**config.mk**
```make
export PLATFORM = sky130hd
export DESIGN_NAME = div_iter_flat
export DESIGN_NICKNAME = d
export VERILOG_FILES = /design/src/rtl/div_pkg.sv /design/src/rtl/div_iter_if.sv /design/src/rtl/div_step.sv /design/src/rtl/div_iter.sv /design/src/flat_wrapper.sv
export SDC_FILE = /design/constraint.sdc
export NUM_CORES = 1
export LEC_CHECK = 0
export BUFFER_PORTS_ARGS = -buffer_cell sky130_fd_sc_hd__buf_4
export CORE_MARGIN = 5
export CORE_UTILIZATION = 46
export DETAILED_ROUTE_END_ITERATION = 12
export PLACE_DENSITY = 0.76
export REMOVE_ABC_BUFFERS = 1
export SYNTH_ARGS = -nofsm -noshare
export SYNTH_HDL_FRONTEND = slang
export SYNTH_HIERARCHICAL = 1
export SYNTH_SLANG_ARGS = --single-unit
```
**constraint.sdc**
```tcl
create_clock -name clk -period 6.9 [get_ports clk]
set_input_delay 0.345 -clock clk [delete_from_list [all_inputs] [get_ports clk]]
set_output_delay 0.345 -clock clk [all_outputs]
set_load 0.01 [all_outputs]
```
**src/rtl/div_pkg.sv**
```systemverilog
// Shared definitions for the iterative MIPS divider: FSM states and
// width constants.
package div_pkg;

    localparam int DIV_W     = 32;
    localparam int DIV_CNT_W = $clog2(DIV_W + 1);

    typedef enum logic [1:0] {
        IDLE = 2'd0,
        BUSY = 2'd1,
        DONE = 2'd2
    } div_state_e;

endpackage

```
**src/rtl/div_iter_if.sv**
```systemverilog
// Execute-stage <-> divider handshake bundle. The pipeline side is the
// master (issues the divide); the divider is the slave.
interface div_iter_if
    import div_pkg::*;
#(
    parameter int WIDTH = DIV_W
) ();

    logic             start;
    logic             is_signed;
    logic [WIDTH-1:0] dividend;
    logic [WIDTH-1:0] divisor;
    logic             annul;
    logic             div_stall;
    logic             div_done;
    logic [WIDTH-1:0] hi;
    logic [WIDTH-1:0] lo;

    modport master (
        output start, is_signed, dividend, divisor, annul,
        input  div_stall, div_done, hi, lo
    );

    modport slave (
        input  start, is_signed, dividend, divisor, annul,
        output div_stall, div_done, hi, lo
    );

endinterface

```
**src/rtl/div_step.sv**
```systemverilog
// One restoring-division iteration: shift {rem, quot} left, trial-subtract
// the divisor and keep the difference when it does not borrow.
module div_step
    import div_pkg::*;
#(
    parameter int WIDTH = DIV_W
) (
    input  logic [WIDTH-1:0] rem_i,
    input  logic [WIDTH-1:0] quot_i,
    input  logic [WIDTH-1:0] divisor_i,
    output logic [WIDTH-1:0] rem_o,
    output logic [WIDTH-1:0] quot_o
);

    logic [WIDTH:0] rem_sh;
    logic [WIDTH:0] diff;

    // rem < divisor on entry, so the shifted value fits WIDTH+1 bits and
    // any kept difference fits back into WIDTH bits.
    always_comb begin
        rem_sh = {rem_i, quot_i[WIDTH-1]};
        diff   = rem_sh - {1'b0, divisor_i};
        if (!diff[WIDTH]) begin
            rem_o  = diff[WIDTH-1:0];
            quot_o = {quot_i[WIDTH-2:0], 1'b1};
        end else begin
            rem_o  = rem_sh[WIDTH-1:0];
            quot_o = {quot_i[WIDTH-2:0], 1'b0};
        end
    end

endmodule

```
**src/rtl/div_iter.sv**
```systemverilog
// Multi-cycle iterative divider for MIPS DIV/DIVU; stalls the pipeline while
// busy and returns quotient on lo, remainder on hi. Optional macro
// DIV_ZERO_FAST_EN finishes a divide by zero straight from IDLE.
module div_iter
    import div_pkg::*;
#(
    parameter int WIDTH = DIV_W
) (
    input  logic       clk,
    input  logic       rst,
    div_iter_if.slave  bus
);

    localparam int CNT_W = $clog2(WIDTH + 1);

    div_state_e       state_q, state_d;
    logic [CNT_W-1:0] cnt_q, cnt_d;
    logic [WIDTH-1:0] rem_q, rem_d;
    logic [WIDTH-1:0] quot_q, quot_d;
    logic [WIDTH-1:0] dsr_q, dsr_d;
    logic             qneg_q, qneg_d;
    logic             rneg_q, rneg_d;
    logic [WIDTH-1:0] hi_q, hi_d;
    logic [WIDTH-1:0] lo_q, lo_d;
    logic             done_q, done_d;

    logic [WIDTH-1:0] step_rem;
    logic [WIDTH-1:0] step_quot;

    function automatic logic [WIDTH-1:0] cond_neg(input logic [WIDTH-1:0] v,
                                                  input logic neg);
        logic signed [WIDTH-1:0] sv;
        sv = v;
        return neg ? -sv : sv;
    endfunction

    function automatic logic [WIDTH-1:0] magnitude(input logic [WIDTH-1:0] v,
                                                   input logic is_sgn);
        return cond_neg(v, is_sgn & v[WIDTH-1]);
    endfunction

    // With a zero divisor every trial subtract succeeds, so after WIDTH steps
    // rem holds the dividend magnitude; re-signing it restores the rs value.
    function automatic logic [2*WIDTH-1:0] fix_up(input logic [WIDTH-1:0] r,
                                                  input logic [WIDTH-1:0] q,
                                                  input logic dzero,
                                                  input logic qneg,
                                                  input logic rneg);
        if (dzero) begin
            return {cond_neg(r, rneg), {WIDTH{1'b1}}};
        end
        return {cond_neg(r, rneg), cond_neg(q, qneg)};
    endfunction

    div_step #(.WIDTH(WIDTH)) u_step (
        .rem_i     (rem_q),
        .quot_i    (quot_q),
        .divisor_i (dsr_q),
        .rem_o     (step_rem),
        .quot_o    (step_quot)
    );

    always_comb begin
        state_d = state_q;
        cnt_d   = cnt_q;
        rem_d   = rem_q;
        quot_d  = quot_q;
        dsr_d   = dsr_q;
        qneg_d  = qneg_q;
        rneg_d  = rneg_q;
        hi_d    = hi_q;
        lo_d    = lo_q;
        done_d  = 1'b0;

        case (state_q)
            IDLE: begin
                if (bus.start && !bus.annul) begin
                    dsr_d   = magnitude(bus.divisor, bus.is_signed);
                    quot_d  = magnitude(bus.dividend, bus.is_signed);
                    rem_d   = '0;
                    cnt_d   = CNT_W'(WIDTH);
                    qneg_d  = bus.is_signed & (bus.dividend[WIDTH-1] ^ bus.divisor[WIDTH-1]);
                    rneg_d  = bus.is_signed & bus.dividend[WIDTH-1];
                    state_d = BUSY;
`ifdef DIV_ZERO_FAST_EN
                    if (bus.divisor == '0) begin
                        hi_d    = bus.dividend;
                        lo_d    = '1;
                        done_d  = 1'b1;
                        state_d = DONE;
                    end
`endif
                end
            end
            BUSY: begin
                rem_d  = step_rem;
                quot_d = step_quot;
                cnt_d  = cnt_q - CNT_W'(1);
                // Results are fixed up and registered on the way into DONE
                // so hi/lo/div_done are flop outputs during the DONE cycle.
                if (cnt_q == CNT_W'(1)) begin
                    {hi_d, lo_d} = fix_up(step_rem, step_quot, dsr_q == '0,
                                          qneg_q, rneg_q);
                    done_d  = 1'b1;
                    state_d = DONE;
                end
            end
            DONE: begin
                state_d = IDLE;
            end
            default: begin
                state_d = IDLE;
            end
        endcase

        if (bus.annul) begin
            state_d = IDLE;
            hi_d    = hi_q;
            lo_d    = lo_q;
            done_d  = 1'b0;
        end
    end

    always_ff @(posedge clk) begin
        if (rst) begin
            state_q <= IDLE;
            cnt_q   <= '0;
            hi_q    <= '0;
            lo_q    <= '0;
            done_q  <= 1'b0;
        end else begin
            state_q <= state_d;
            cnt_q   <= cnt_d;
            hi_q    <= hi_d;
            lo_q    <= lo_d;
            done_q  <= done_d;
        end
    end

    always_ff @(posedge clk) begin
        rem_q  <= rem_d;
        quot_q <= quot_d;
        dsr_q  <= dsr_d;
        qneg_q <= qneg_d;
        rneg_q <= rneg_d;
    end

    // Combinational so the hazard unit freezes the pipe in the very cycle
    // the divide reaches E.
    assign bus.div_stall = ((state_q == IDLE) && bus.start && !bus.annul)
                         || (state_q == BUSY);
    assign bus.div_done  = done_q;
    assign bus.hi        = hi_q;
    assign bus.lo        = lo_q;

endmodule
```
**src/flat_wrapper.sv**
```systemverilog
// flat-port wrapper written by rule: the top's interface ports become plain ports
module div_iter_flat import div_pkg::*;
#(
    parameter int WIDTH = DIV_W
)
  (clk, rst, bus_start, bus_is_signed, bus_dividend, bus_divisor, bus_annul, bus_div_stall, bus_div_done, bus_hi, bus_lo);
  div_iter_if #(.WIDTH(WIDTH)) bus_i ();
  input  logic clk;
  input  logic rst;
  input wire logic [$bits(bus_i.start)-1:0] bus_start;
  input wire logic [$bits(bus_i.is_signed)-1:0] bus_is_signed;
  input wire logic [$bits(bus_i.dividend)-1:0] bus_dividend;
  input wire logic [$bits(bus_i.divisor)-1:0] bus_divisor;
  input wire logic [$bits(bus_i.annul)-1:0] bus_annul;
  output wire logic [$bits(bus_i.div_stall)-1:0] bus_div_stall;
  output wire logic [$bits(bus_i.div_done)-1:0] bus_div_done;
  output wire logic [$bits(bus_i.hi)-1:0] bus_hi;
  output wire logic [$bits(bus_i.lo)-1:0] bus_lo;
  assign bus_i.start = bus_start;
  assign bus_i.is_signed = bus_is_signed;
  assign bus_i.dividend = bus_dividend;
  assign bus_i.divisor = bus_divisor;
  assign bus_i.annul = bus_annul;
  assign bus_div_stall = bus_i.div_stall;
  assign bus_div_done = bus_i.div_done;
  assign bus_hi = bus_i.hi;
  assign bus_lo = bus_i.lo;
  div_iter #(.WIDTH(WIDTH)) u_core (.clk(clk), .rst(rst), .bus(bus_i));
endmodule
```
==> impl_metrics.json <==
{
  "rsz0062_at_grt": "no",
  "p_leak_nw": 4.94,
  "status": "finished clean",
  "rr_startpoint": "u_core/dsr_q[0]",
  "ant_nets": 0,
  "grt_use_met2_pct": 32.5,
  "wl_per_cell_um": 18.1,
  "pre_cts_ws_ns": 1.38,
  "ios": 135,
  "rr_worst_depth": 17,
  "met1_usage_pct": 27.3,
  "cts_tree": "done",
  "regToRegSetupSlack_ns": 1.23,
  "critical_path.cell_chain": "ha_1, fa_1, and2b_1, o2111ai_2, a21oi_2, o2111ai_1, a211oi_2, nor2_4, mux2i_4, and2_4, inv_8, mux2_4, or4_1, or4_1, nor4_1, nand3_1, o311a_1",
  "path_common_cell": "or4_1",
  "peakVddDrop_mv": 0.125,
  "drv_slew": 0,
  "grt_max_degree": 96,
  "clk_pin_slew_worst_paths_ns": 0.07,
  "critPathKind": "register to register",
  "synth_ff_type": "edfxtp_1",
  "setup_viol": 0,
  "yosysWarnings": 6,
  "vias": 9378,
  "start_kind": "register",
  "synth.avg_cell_area_um2": 9.33,
  "fin_tns_setup_ns": 0,
  "h-tree-depth": 4,
  "ys_types": 83,
  "crit_path_top_delay_cell": "or4_1",
  "dr.first_iter.drc_count": 820,
  "synthCells": 1225,
  "finalCriticalPeriod_ns": 5.67,
  "path_buf_inv": 1,
  "worst_pin_slew_ns": 1.15,
  "cts_hold_buffers": 0,
  "crit_path_end_kind": "register",
  "fin_nets": 1394,
  "whs_endpoint": "u_core/dsr_q[0]",
  "crit_required_ns": 7.22,
  "cts_buffers": 17,
  "globalRouteTotalUtil_pct": 20.5,
  "firstDrtPassIters": 5,
  "hp-start": "bus_divisor[0]",
  "syn-cell-area_mm2": 0.0114,
  "cellPowerDensity_mw_per_mm2": 222,
  "async_reset_ff_share_pct": 0,
  "skew_ns": 0.0127,
  "fin_crit_sh_pct": 82.2,
  "use_met3_pct": 3.84,
  "die_h_um": 168,
  "core_area_mm2": 0.0244,
  "synth-seq-cells": 171,
  "power_w": 0.00285,
  "worstPathArrival_ns": 6.00,
  "r2r-end": "u_core/bus.hi[28]",
  "diodes": 0,
  "drv_cap": 0,
  "cts_sinks": 171,
  "worstSkewPairLatency_ns": 0.44,
  "instances_no_fill": 1623,
  "clock-root-buffer": "clkbuf_16",
  "fin_ws_ns": 1.23,
  "rows": 57,
  "routed_wirelength_um": 29400,
  "ys_seq_area_share_pct": 38.5,
  "finalHoldViolations": 0,
  "hp-class": "input pin to register",
  "cp_max_fo": 27,
  "holdPathStages": 1,
  "maxSlewHeadroom_pct": 23.2,
  "post-route-util_pct": 52.8,
  "cts_resized": 0,
  "dpl.hpwl_um": 21700,
  "grt-ovfl-total": 0,
  "drc": 0,
  "synth_edf_count": 98,
  "crit_family": "simple AND/OR/NAND/NOR gates",
  "clockBufferDepth": 2,
  "via_per_inst": 5.78,
  "port_buffers": 134,
  "initial_utilization_pct": 46.9,
  "cts_setup_buffers": 0,
  "grt_pass1_vias": 9072,
  "drive_above_1_share_pct": 17.2,
  "place_inst": 1591,
  "slowest_delay_ns": 0.68,
  "fmax_ghz": 0.176,
  "area_growth_pct": 12.7,
  "gp_congestion": 0.934,
  "antenna_found_initial": 0,
  "die_w_um": 168,
  "die_area_mm2": 0.0281,
  "top_usage_layer": "met2",
  "grt_pass1_wl_um": 46800
}
-- state kept, by name, indices dropped and copies added (netlist names) --
register             flops
u_core/quot_q           32
u_core/bus.hi           32
u_core/dsr_q            32
u_core/qneg_q            1
u_core/cnt_q             6
u_core/rneg_q            1
u_core/state_q           2
u_core/rem_q            32
u_core/bus.div_done      1
u_core/bus.lo           32
-- cells by family (layout without fill, tap and decap cells) --
group | after synthesis | after routing | synth area share, %
xor gates and xnor gates | 140 | 140 | 10.7
and+or+nand+nor | 389 | 389 | 17.3
adders and majority gates | 39 | 39 | 4.33
DFF | 171 | 171 | 38.5
buffers and inverters | 149 | 223 | 6.76
muxes | 29 | 29 | 3.52
AOI/OAI and AO/OA | 308 | 308 | 18.8
-- worst max path at each step --
| stage | start | endpoint | cells past startpoint |
|---|---|---|---|
| 6_report | u_core/dsr_q[0] | u_core/bus.hi[28] | 17 |
| 5_1_grt | u_core/quot_q[31] | u_core/bus.hi[28] | 18 |
| 4_1_cts | u_core/dsr_q[0] | u_core/bus.hi[28] | 17 |
| 3_5_place_dp | u_core/dsr_q[0] | u_core/bus.hi[28] | 17 |
| 3_3_place_gp | u_core/dsr_q[0] | u_core/bus.hi[27] | 17 |
| 2_1_floorplan | u_core/state_q[0] | u_core/bus.hi[28] | 5 |
-- through the flow --
step,instance area (um2),hold slack [ns]
floorplan,10900,0.414
global placement,12300,0.454
detailed placement,12300,0.458
CTS,12900,0.107
global route,12900,0.115
finish,12900,0.121
-- cells in the mapped netlist, drive strengths merged, types with 3 or more instances --
cell | instances | share of area, %
a211o | 4 | 0.32
o2111ai | 5 | 0.44
o21a | 7 | 0.46
nor3 | 21 | 0.92
o41ai | 25 | 2.3
buf | 45 | 3.2
nand4 | 11 | 0.60
a31oi | 10 | 0.55
nand3 | 25 | 1.1
and3 | 6 | 0.34
inv | 53 | 1.8
ha | 38 | 4.2
nor2 | 122 | 4.1
mux2i | 6 | 0.63
o21ai | 61 | 2.7
or2 | 8 | 0.44
o31ai | 38 | 2.5
nand2 | 71 | 2.3
xnor2 | 37 | 2.8
and2 | 34 | 1.9
nor3b | 4 | 0.26
a21o | 18 | 1.2
xor2 | 103 | 7.9
nor4 | 20 | 1.1
nand2b | 8 | 0.44
dfxtp | 73 | 13
a21oi | 51 | 2.3
nand4b | 3 | 0.23
a211oi | 66 | 4.4
nor2b | 5 | 0.27
o211ai | 3 | 0.20
edfxtp | 98 | 26
or3 | 21 | 1.1
or4 | 19 | 1.3
o21bai | 4 | 0.26
mux2 | 23 | 2.9
a221o | 3 | 0.26
clkbuf | 49 | 1.6
-- layout by cell type (no fill, tap or decap), types with 7 or more instances in the layout --
cell	instances
clkbuf_16	18
nand2b_1	8
a21o_1	17
dfxtp_1	73
mux2_4	19
ha_1	38
nor4_1	19
a21oi_1	49
inv_1	50
o21ai_0	21
o31ai_1	38
nand2_1	70
or3_1	21
nor2_1	120
nand4_1	11
xnor2_1	37
o41ai_1	19
o21ai_1	40
buf_4	138
xor2_1	103
a211oi_1	65
o21a_1	7
nor3_1	21
nand3_1	25
or4_1	18
a31oi_1	10
edfxtp_1	98
and2_1	32
-- layer usage --
metal / share of wire, % / up-vias
met3: 6.4 / 59
li1: - / 4604
met5: 0 / -
met2: 46 / 300
met4: 3.4 / 0
met1: 44 / 4415
-- layout make-up --
class	instances	area, um2
Fill cell	2218	11500
Clock buffer	19	454
Sequential cell	171	4400
Multi-Input combinational cell	905	6270
Inverter	53	206
Tap cell	324	405
Timing Repair Buffer	138	1040
Clock inverter	13	108
-- power breakdown --
group	internal (W)	total [W]	switching (W)
Sequential	0.00115	0.00119	0.0000475
Clock	0.000492	0.000924	0.000432
Combinational	0.000301	0.000736	0.000435
Total	0.00194	0.00285	0.000915
(Power assumes the default switching activity.)
